## src/rtl/deco7seg_pkg.sv

```systemverilog
// Shared definitions for the multiplexed 7-segment scanner: segment encoding,
// slot state type and the nibble-to-segment lookup.
package deco7seg_pkg;

    localparam int SEG_W = 7;
    localparam logic [SEG_W-1:0] SEG_OFF = 7'b1111111;

    // Each digit slot opens with an all-off gap before the digit is lit.
    typedef enum logic {
        SLOT_BLANK = 1'b0,
        SLOT_SHOW  = 1'b1
    } slot_state_e;

    // Segment order is {a,b,c,d,e,f,g}, active-low.
    function automatic logic [SEG_W-1:0] hex2seg(input logic [3:0] nib);
        logic [SEG_W-1:0] seg;
        case (nib)
            4'h0:    seg = 7'b0000001;
            4'h1:    seg = 7'b1001111;
            4'h2:    seg = 7'b0010010;
            4'h3:    seg = 7'b0000110;
            4'h4:    seg = 7'b1001100;
            4'h5:    seg = 7'b0100100;
            4'h6:    seg = 7'b0100000;
            4'h7:    seg = 7'b0001111;
            4'h8:    seg = 7'b0000000;
            4'h9:    seg = 7'b0001100;
            4'hA:    seg = 7'b0001000;
            4'hB:    seg = 7'b1100000;
            4'hC:    seg = 7'b0110001;
            4'hD:    seg = 7'b1000010;
            4'hE:    seg = 7'b0110000;
            4'hF:    seg = 7'b0111000;
            default: seg = SEG_OFF;
        endcase
        return seg;
    endfunction

endpackage

```

## src/rtl/deco_7seg_mux_scan_hex.sv

```systemverilog
// Combinational nibble to active-low 7-segment decode.
module deco_hex_7seg
    import deco7seg_pkg::*;
(
    input  logic [3:0]       nibble_i,
    output logic [SEG_W-1:0] seg_o
);

    assign seg_o = hex2seg(nibble_i);

endmodule

```

## src/rtl/deco_7seg_mux_scan.sv

```systemverilog
// Time-multiplexed common-anode 7-segment driver: prescaled digit scan with
// per-slot blanking, leading-zero suppression and frame-aligned value update.
module deco_7seg_mux_scan
    import deco7seg_pkg::*;
#(
    parameter int N_DIGITS  = 4,
    parameter int DIV       = 50000,
    parameter int BLANK_CYC = 16,
    parameter int LZB_EN    = 1
) (
    input  logic                  i_clk,
    input  logic                  i_rst_n,
    input  logic [4*N_DIGITS-1:0] i_valor,
    input  logic [N_DIGITS-1:0]   i_dp,
    input  logic                  i_load,
    input  logic                  i_enable,
    output logic [SEG_W-1:0]      o_segmentos,
    output logic                  o_dp,
    output logic [N_DIGITS-1:0]   o_anodos,
    output logic                  o_frame
);

    localparam int PW = $clog2(DIV);
    localparam int IW = (N_DIGITS > 1) ? $clog2(N_DIGITS) : 1;
    localparam logic [PW-1:0] PRESC_MAX = PW'(DIV - 1);
    localparam logic [PW-1:0] BLANK_LIM = PW'(BLANK_CYC);
    localparam logic [IW-1:0] IDX_MAX   = IW'(N_DIGITS - 1);
    localparam slot_state_e   SLOT_RST  = (BLANK_CYC > 0) ? SLOT_BLANK : SLOT_SHOW;

    logic [PW-1:0]           presc_q, presc_d;
    logic [IW-1:0]           idx_q, idx_d;
    slot_state_e             slot_q, slot_d;
    logic [4*N_DIGITS-1:0]   pend_val_q, pend_val_d;
    logic [N_DIGITS-1:0]     pend_dp_q, pend_dp_d;
    logic [4*N_DIGITS-1:0]   act_val_q, act_val_d;
    logic [N_DIGITS-1:0]     act_dp_q, act_dp_d;
    logic [SEG_W-1:0]        seg_q, seg_d;
    logic                    dp_q, dp_d;
    logic [N_DIGITS-1:0]     an_q, an_d;
    logic                    frame_q, frame_d;

    logic                    wrap;
    logic [3:0]              act_nib [N_DIGITS];
    logic [N_DIGITS-1:0]     lz_blank;
    logic [3:0]              cur_nib;
    logic [SEG_W-1:0]        cur_seg;

    // Scan counters; the slot state tracks the prescaler value it will hold next.
    always_comb begin
        presc_d = presc_q + 1'b1;
        idx_d   = idx_q;
        wrap    = 1'b0;
        if (presc_q == PRESC_MAX) begin
            presc_d = '0;
            if (idx_q == IDX_MAX) begin
                idx_d = '0;
                wrap  = 1'b1;
            end else begin
                idx_d = idx_q + 1'b1;
            end
        end
        frame_d = wrap;
        slot_d  = (presc_d < BLANK_LIM) ? SLOT_BLANK : SLOT_SHOW;
    end

    // Displayed value only changes on the frame wrap so a frame never mixes two values.
    always_comb begin
        pend_val_d = pend_val_q;
        pend_dp_d  = pend_dp_q;
        act_val_d  = act_val_q;
        act_dp_d   = act_dp_q;
        if (i_load) begin
            pend_val_d = i_valor;
            pend_dp_d  = i_dp;
        end
        if (wrap) begin
            act_val_d = i_load ? i_valor : pend_val_q;
            act_dp_d  = i_load ? i_dp    : pend_dp_q;
        end
    end

    always_comb begin
        for (int k = 0; k < N_DIGITS; k++) begin
            act_nib[k] = act_val_q[4*k +: 4];
        end
    end

    // A digit is a leading zero when it and every more significant nibble are zero.
    always_comb begin
        logic zero_above;
        zero_above = 1'b1;
        lz_blank   = '0;
        for (int k = N_DIGITS - 1; k >= 0; k--) begin
            zero_above = zero_above & (act_nib[k] == 4'h0);
            if ((k > 0) && (LZB_EN != 0)) begin
                lz_blank[k] = zero_above;
            end
        end
    end

    assign cur_nib = act_nib[idx_q];

    deco_hex_7seg u_dec (
        .nibble_i (cur_nib),
        .seg_o    (cur_seg)
    );

    always_comb begin
        seg_d = SEG_OFF;
        dp_d  = 1'b1;
        an_d  = '1;
        if (i_enable && (slot_q == SLOT_SHOW)) begin
            an_d[idx_q] = 1'b0;
            seg_d       = lz_blank[idx_q] ? SEG_OFF : cur_seg;
            dp_d        = ~act_dp_q[idx_q];
        end
    end

    always_ff @(posedge i_clk or negedge i_rst_n) begin
        if (!i_rst_n) begin
            presc_q    <= '0;
            idx_q      <= '0;
            slot_q     <= SLOT_RST;
            pend_val_q <= '0;
            pend_dp_q  <= '0;
            act_val_q  <= '0;
            act_dp_q   <= '0;
            seg_q      <= SEG_OFF;
            dp_q       <= 1'b1;
            an_q       <= '1;
            frame_q    <= 1'b0;
        end else begin
            presc_q    <= presc_d;
            idx_q      <= idx_d;
            slot_q     <= slot_d;
            pend_val_q <= pend_val_d;
            pend_dp_q  <= pend_dp_d;
            act_val_q  <= act_val_d;
            act_dp_q   <= act_dp_d;
            seg_q      <= seg_d;
            dp_q       <= dp_d;
            an_q       <= an_d;
            frame_q    <= frame_d;
        end
    end

    assign o_segmentos = seg_q;
    assign o_dp        = dp_q;
    assign o_anodos    = an_q;
    assign o_frame     = frame_q;

endmodule

```

## config.mk

```make
export PLATFORM = sky130hd
export DESIGN_NAME = deco_7seg_mux_scan
export DESIGN_NICKNAME = d
export VERILOG_FILES = /design/src/rtl/deco7seg_pkg.sv /design/src/rtl/deco_7seg_mux_scan_hex.sv /design/src/rtl/deco_7seg_mux_scan.sv
export SDC_FILE = /design/constraint.sdc
export NUM_CORES = 1
export LEC_CHECK = 0
export CORE_MARGIN = 3
export CORE_UTILIZATION = 51
export DETAILED_ROUTE_END_ITERATION = 10
export GPL_ROUTABILITY_DRIVEN = 0
export PLACE_DENSITY = 0.86
export SYNTH_ARGS = -nofsm -noshare
export SYNTH_HDL_FRONTEND = slang
export SYNTH_SLANG_ARGS = --single-unit
```

## constraint.sdc

```tcl
create_clock -name i_clk -period 1.8 [get_ports i_clk]
set_input_delay 0.54 -clock i_clk [delete_from_list [all_inputs] [get_ports i_clk]]
set_output_delay 0.54 -clock i_clk [all_outputs]
set_load 0.005 [all_outputs]
```

# Word-level counts from Yosys, hierarchy flattened
# Memory sizes are Yosys's and may differ from the RTL's.
# Cells that the tools add are included.
[op_classes]
add_sub_neg = 2
n_lt_le_gt_ge = 4
eq_ne = 2
muxes = 20
bitwise = 5
n_reduce_logical = 5
[op_table]
columns = ["op", "n"]
rows = [
  ["$mux W16", 2],
  ["$add A16 B1 Y16 const B", 1],
  ["$eq A16 B16 Y1 const B", 1],
  ["$lt A16 B5 Y1 const B", 1],
  ["$mux W4", 4],
  ["$mux W7", 2],
  ["$logic_not A4 Y1", 3],
  ["$bmux W4 S2", 1],
  ["$mux W1", 7],
  ["$bmux W1 S2", 2],
  ["$not A4 Y4", 1],
  ["$ge A3 B3 Y1 const B", 1],
  ["$lt A2 B3 Y1 const B", 1],
  ["$not A2 Y3", 1],
  ["$add A2 B1 Y2 const B", 1],
  ["$and A1 B1 Y1", 2],
  ["$demux W1 S2", 1],
  ["$eq A2 B2 Y1 const B", 1],
  ["$ge A2 B1 Y1 const B", 1],
  ["$logic_and A1 B1 Y1", 2],
  ["$mux W2", 1],
  ["$not A1 Y1", 1],
]
[word_totals]
reg_bits = 72
rom_bits = 112
inputBits = 24
output_inout_bits = 13
elab_cells = 50
n_memories = 1
[memory_table]
columns = ["memory", "words", "word_bits", "rd", "rd_clocked_by_memory_dff", "write_ports", "line", "text"]
rows = [
  ["(no name shown)", 16, 7, 1, 0, 0, "deco7seg_pkg.sv:17", "case (nib)"],
]

# Logic depth before layout (Yosys ltp)
[logic_depth]
word_depth = 7
ltp_mapped = 7
depth_no_buf = 6

# Hierarchy
# A second synthesis with hierarchy kept.
[hier_totals]
hier_cells = 279
hier_area_um2 = 3528.4
[by_module_without_submodules]
columns = ["module", "n_inst", "cells_each", "area_per_inst_um2", "seq_area_each_um2"]
rows = [
  ["deco_7seg_mux_scan", 1, 244, 3260.6, 1816.7],
  ["deco_hex_7seg", 1, 35, 267.8, 0.0],
]

# Least setup slack after synthesis
# No wires, ideal clock.
[synth_path]
path_kind = "register to register"
startpoint = "reg idx_q[0]"
endpoint = "reg seg_q[3] (netlist: o_segmentos[3])"
setup_ps = 79
t_arrival_ps = 1872
t_required_ps = 1721
slack_ps = -151
stages_incl_launch_ff = 8
n_path_buf = 1
period_less_slack_ps = 1951
path_cell_list = "dfrtp_1 > buf_2 > mux4_2 > inv_1 > ha_1 > nor2_1 > a211oi_1 > o21ai_0"
[synth_via]
elab_chain_len = 7
word_cells_on_any_way = 9
cone_classes = "mux: 7; bitwise: 1; memory: 1"
[synth_lines]
columns = ["element", "line", "text"]
rows = [
  ["from (decl)", "deco_7seg_mux_scan.sv:31", "logic [IW-1:0] idx_q, idx_d;"],
  ["from (signal assigned)", "deco_7seg_mux_scan.sv:134", "idx_q <= idx_d;"],
  ["$not A2 Y3 (not written as such)", "deco_7seg_mux_scan.sv:101", "assign cur_nib = act_nib[idx_q];"],
  ["$bmux W4 S2", "deco_7seg_mux_scan.sv:101", ""],
  ["$mux W4 (not written as such) (2 in series)", "deco_7seg_mux_scan.sv:101", ""],
  ["$mem_v2 Z16 W7", "--", ""],
  ["$mux W7 *", "deco_7seg_mux_scan.sv:114", "seg_d = lz_blank[idx_q] ? SEG_OFF : cur_seg;"],
  ["$mux W7 *", "deco_7seg_mux_scan.sv:112", "if (i_enable && (slot_q == SLOT_SHOW)) begin"],
  ["named net seg_d[3]", "deco_7seg_mux_scan.sv:37", "logic [SEG_W-1:0] seg_q, seg_d;"],
  ["to (signal assigned)", "deco_7seg_mux_scan.sv:140", "seg_q <= seg_d;"],
  ["to (decl)", "deco_7seg_mux_scan.sv:37", ""],
]
# The timed path passes the listed nets; every way through them passes the cells marked *. The select of a mux whose other input is x is not followed.
# A chain may end at the register's enable or synchronous reset.

# Worst setup path after layout
[layout_path]
startpoint = "reg idx_q[0]"
endpoint = "reg seg_q[6] (netlist: o_segmentos[6])"
# The elaborated chain is that of the path after synthesis.

==> impl_results.md <==
* Total number of vias at 2307
* Post-place setup slack at -0.2107 ns
* Clock buffer count from CTS at 9
* N_diodes at 0
* CP startpoint kind: register
* Std-Cell Rows at 29
* Net Count, Synth at 302
* Worst path buffer plus inverter count at 1
* Drt drc at 0
* Min Tclk post-route at 1.828 ns
* RSZ-0062 raised after global routing: yes
* Hold Fails Final Rpt at 0
* Clock Skew at 0.004933 ns
* Post-route ant nets at 0
* Drt wl/cell at 18.00 um
* DIE WIDTH at 87.98 um
* Syn avg cell area at 12.84 sq um
* Grt total ovfl at 0
* Synthesized area at 3427 sq um
* Area Overhead vs Synth at 28.40%
* Vias in the first global route at 2315
* # setup viols final at 2
* Die area at 7740 sq um
* Ratio of cells with drive above 1 in the final layout at 39.58%
* Crit path capture type: register
* CP Max Fanout at 6
* Max cap viols at 0
* Multi-input logic area at 1648 sq um
* Kind of cell with the highest combined delay on the critical path: multiplexers
* First-pass GRT wire length at 11.12 mm
* Finished Cell Area at 4400 sq um
* Crit path kind: register to register
* Fmax at 0.5472 GHz
* Clk root buf: clkbuf_8
* Pwr Total at 3308 uW
* DRT Wirelength at 7.434 mm
* Quantity of hold-fixing buffers added after cts at 0
* Register area share after synthesis at 53.01%
* Slew headroom at 75.53%
* Worst slew pin tran at 0.3671 ns
* Util after Layout at 68.52%
* CTS tree: built
* Routed vias/inst at 5.586
* Static leakage power at 0.001917 uW
* Post-route non-filler standard cell count at 413
* Top Ports at 37
* Fin nets at 366
* Seq cells post-synth at 72
* Initial antenna violation count at 0
* Data required, critical path at 2.05 ns
* Htree depth at 3
* Crit-path max cell delay at 0.57 ns
* Hold crit path type: primary input to asynchronous set/reset pin
* Cells after Synth at 267
* Worst path cell trace: buf_4 > mux4_2 > or2_4 > a21oi_1 > o21ai_1
* Top_reg_cell synth: dfrtp_1
* Die Y at 87.98 um
* Largest net degree at the start of global routing at 73
* Global Route Usage Sum at 18.80%
* Clk Latency, worst-skew pair at 0.34 ns
* Port-buffer cells at 36
* FF/Latch Area at 1818 sq um
* HPWL after DPL at 4.770 mm
* Tcrit/Tclk final at 101.5%
* Longest Clk Path Bufs at 2
* Initial drt markers at 108
* Sink Count at 72
* Failing checks: negative setup slack
* Synth Warn # at 0
* Crit-path slowest cell: mux4_2
* CTS clock-pin slew for the worst setup and hold paths at 0.07 ns
* Placed cell count at 396
* Final worst-path setup slack at -0.02753 ns
* Critical Path AT at 2.08 ns
* EDFF count, synth at 0
* Status: finished, violations left
* CORE AREA at 6422 sq um
* Slew Limit Fails at 0
* Netlist cell types at 44
* Starting density of the core at 53.36%
* Placed Area at 4079 sq um
* Async S/R FF share, synth at 100.0%
* # fillers at 427
* Drt pass-1 iters at 4
* Power Density at 751.8 nW/um^2
* Worst VDD drop at 0.3563 mV
-- per-stage QoR --
step	hold slack, ns	TNS, ns
finish	0.2146	-0.04674
detailed placement	0.4847	-3.851
global route	0.2285	-1.939
floorplan	0.2444	-0.7914
CTS	0.2220	-0.03500
global placement	0.4789	-3.488
-- layout by cell type, fill, tap and decap left out, types with 2 or more instances in the layout --
master,synthesis,routed
dfrtp_1,60,59
buf_4,0,26
clkdlybuf4s50_1,0,23
mux2_2,22,22
mux2_4,19,19
nand2_1,19,18
nor2_1,16,15
dfstp_2,12,12
dlygate4sd2_1,0,12
clkbuf_8,0,9
nand3_1,9,8
xnor2_1,8,8
xor2_1,7,7
mux4_2,5,5
inv_1,7,5
ha_4,0,5
ha_1,11,5
nor4_1,5,4
a21oi_1,6,4
nand4_1,3,3
nor3_1,3,3
o221ai_2,0,3
o21ai_1,0,3
o21ai_0,6,3
clkinv_2,0,3
clkbuf_1,8,3
buf_12,0,3
buf_6,2,3
or2_4,0,2
and2_1,2,2
mux2i_1,2,2
nand2_2,1,2
a21oi_2,0,2
a31oi_1,2,2
nor3b_1,2,2
-- final timing paths --
| kind | startpoint | slack [ns] | cells past startpoint | endpoint |
|---|---|---|---|---|
| max | idx_q[0]$_DFFE_PN0N_ | -0.03 | 5 | o_segmentos[6]$_DFF_PN1_ |
| min | i_rst_n | 0.21 | 2 | pend_dp_q[0]$_DFF_PN0_ |
| max reg2reg | idx_q[0]$_DFFE_PN0N_ | -0.03 | 5 | o_segmentos[6]$_DFF_PN1_ |
| min reg2reg | pend_val_q[4]$_DFF_PN0_ | 0.50 | 1 | pend_val_q[4]$_DFF_PN0_ |
| max in group asynchronous | i_rst_n | 1.26 | 2 | o_segmentos[0]$_DFF_PN1_ |
| min in group i_clk | pend_val_q[4]$_DFF_PN0_ | 0.50 | 1 | pend_val_q[4]$_DFF_PN0_ |
-- timing repair --
action                                  in CTS  in global routing
resized for setup                           16                 31
endpoints found under the hold margin        0                  0
buffers inserted                             0                  1
endpoints found under the setup margin      29                 27
pin swaps                                    2                  9
-- worst reg2reg max path, cell delays in order (launching register included) --
cell     delay, ns
dfrtp_2       0.43
buf_4         0.13
mux4_2        0.57
or2_4         0.30
a21oi_1       0.21
o21ai_1       0.10
-- registers in the layout, indices dropped and copies added, names as in the netlist --
signal       cells
act_dp_q         4
idx_q            2
o_anodos         4
act_val_q       16
pend_val_q      16
presc_q         16
o_segmentos      7
o_frame          1
pend_dp_q        4
slot_q           1
o_dp             1
-- power by group --
group | internal [uW] | switching, uW
logic | 196 | 159
registers | 1710 | 33.9
clock network | 635 | 574
total | 2540 | 766
-- kinds of logic (layout without fill, tap and decap cells) --
logic type	Yosys count	after routing	synth area share (%)
flops	72	72	53.01
simple gates	72	72	11.35
mux	48	48	19.42
compound gates	27	27	5.331
buf+inv	22	91	3.030
xor+xnor	15	15	3.834
fa+ha+maj	11	11	4.016
-- per-layer routing --
layer	track usage [%]	part of all wire, %
met4	5.021	1.8
met1	22.63	41
met5	0	0
met3	5.833	4.4
met2	32.67	53
-- synth_stat cells, types with 2 or more instances --
master / count / area (sq um)
or2_2: 2 / 12.51
nand2_1: 19 / 71.32
o221ai_1: 4 / 35.03
xnor2_1: 8 / 70.07
and2_1: 2 / 12.51
clkbuf_1: 8 / 30.03
nor2_1: 16 / 60.06
mux2i_1: 2 / 20.02
nor2b_1: 2 / 12.51
dfrtp_1: 60 / 1501
nand4_1: 3 / 18.77
nand3_1: 9 / 45.04
nor4_1: 5 / 31.28
nor3_1: 3 / 15.01
mux2_2: 22 / 247.7
ha_1: 11 / 137.6
o21ai_0: 6 / 30.03
a31oi_1: 2 / 12.51
nor3b_1: 2 / 15.01
buf_2: 5 / 25.02
mux4_2: 5 / 112.6
inv_1: 7 / 26.28
buf_6: 2 / 22.52
dfstp_2: 12 / 315.3
and4_1: 2 / 17.52
xor2_1: 7 / 61.31
mux2_4: 19 / 285.3
a21oi_1: 6 / 30.03
-- area by class of cell --
cell class	instances	area share [%]
repair buffers	68	14.30
well taps	77	2.189
clock buffers	12	3.071
clock inverters	4	1.024
flip-flops and latches	72	41.31
inverters	7	0.6540
multi-input cells	173	37.45
Power figures use the tool's default switching activity.
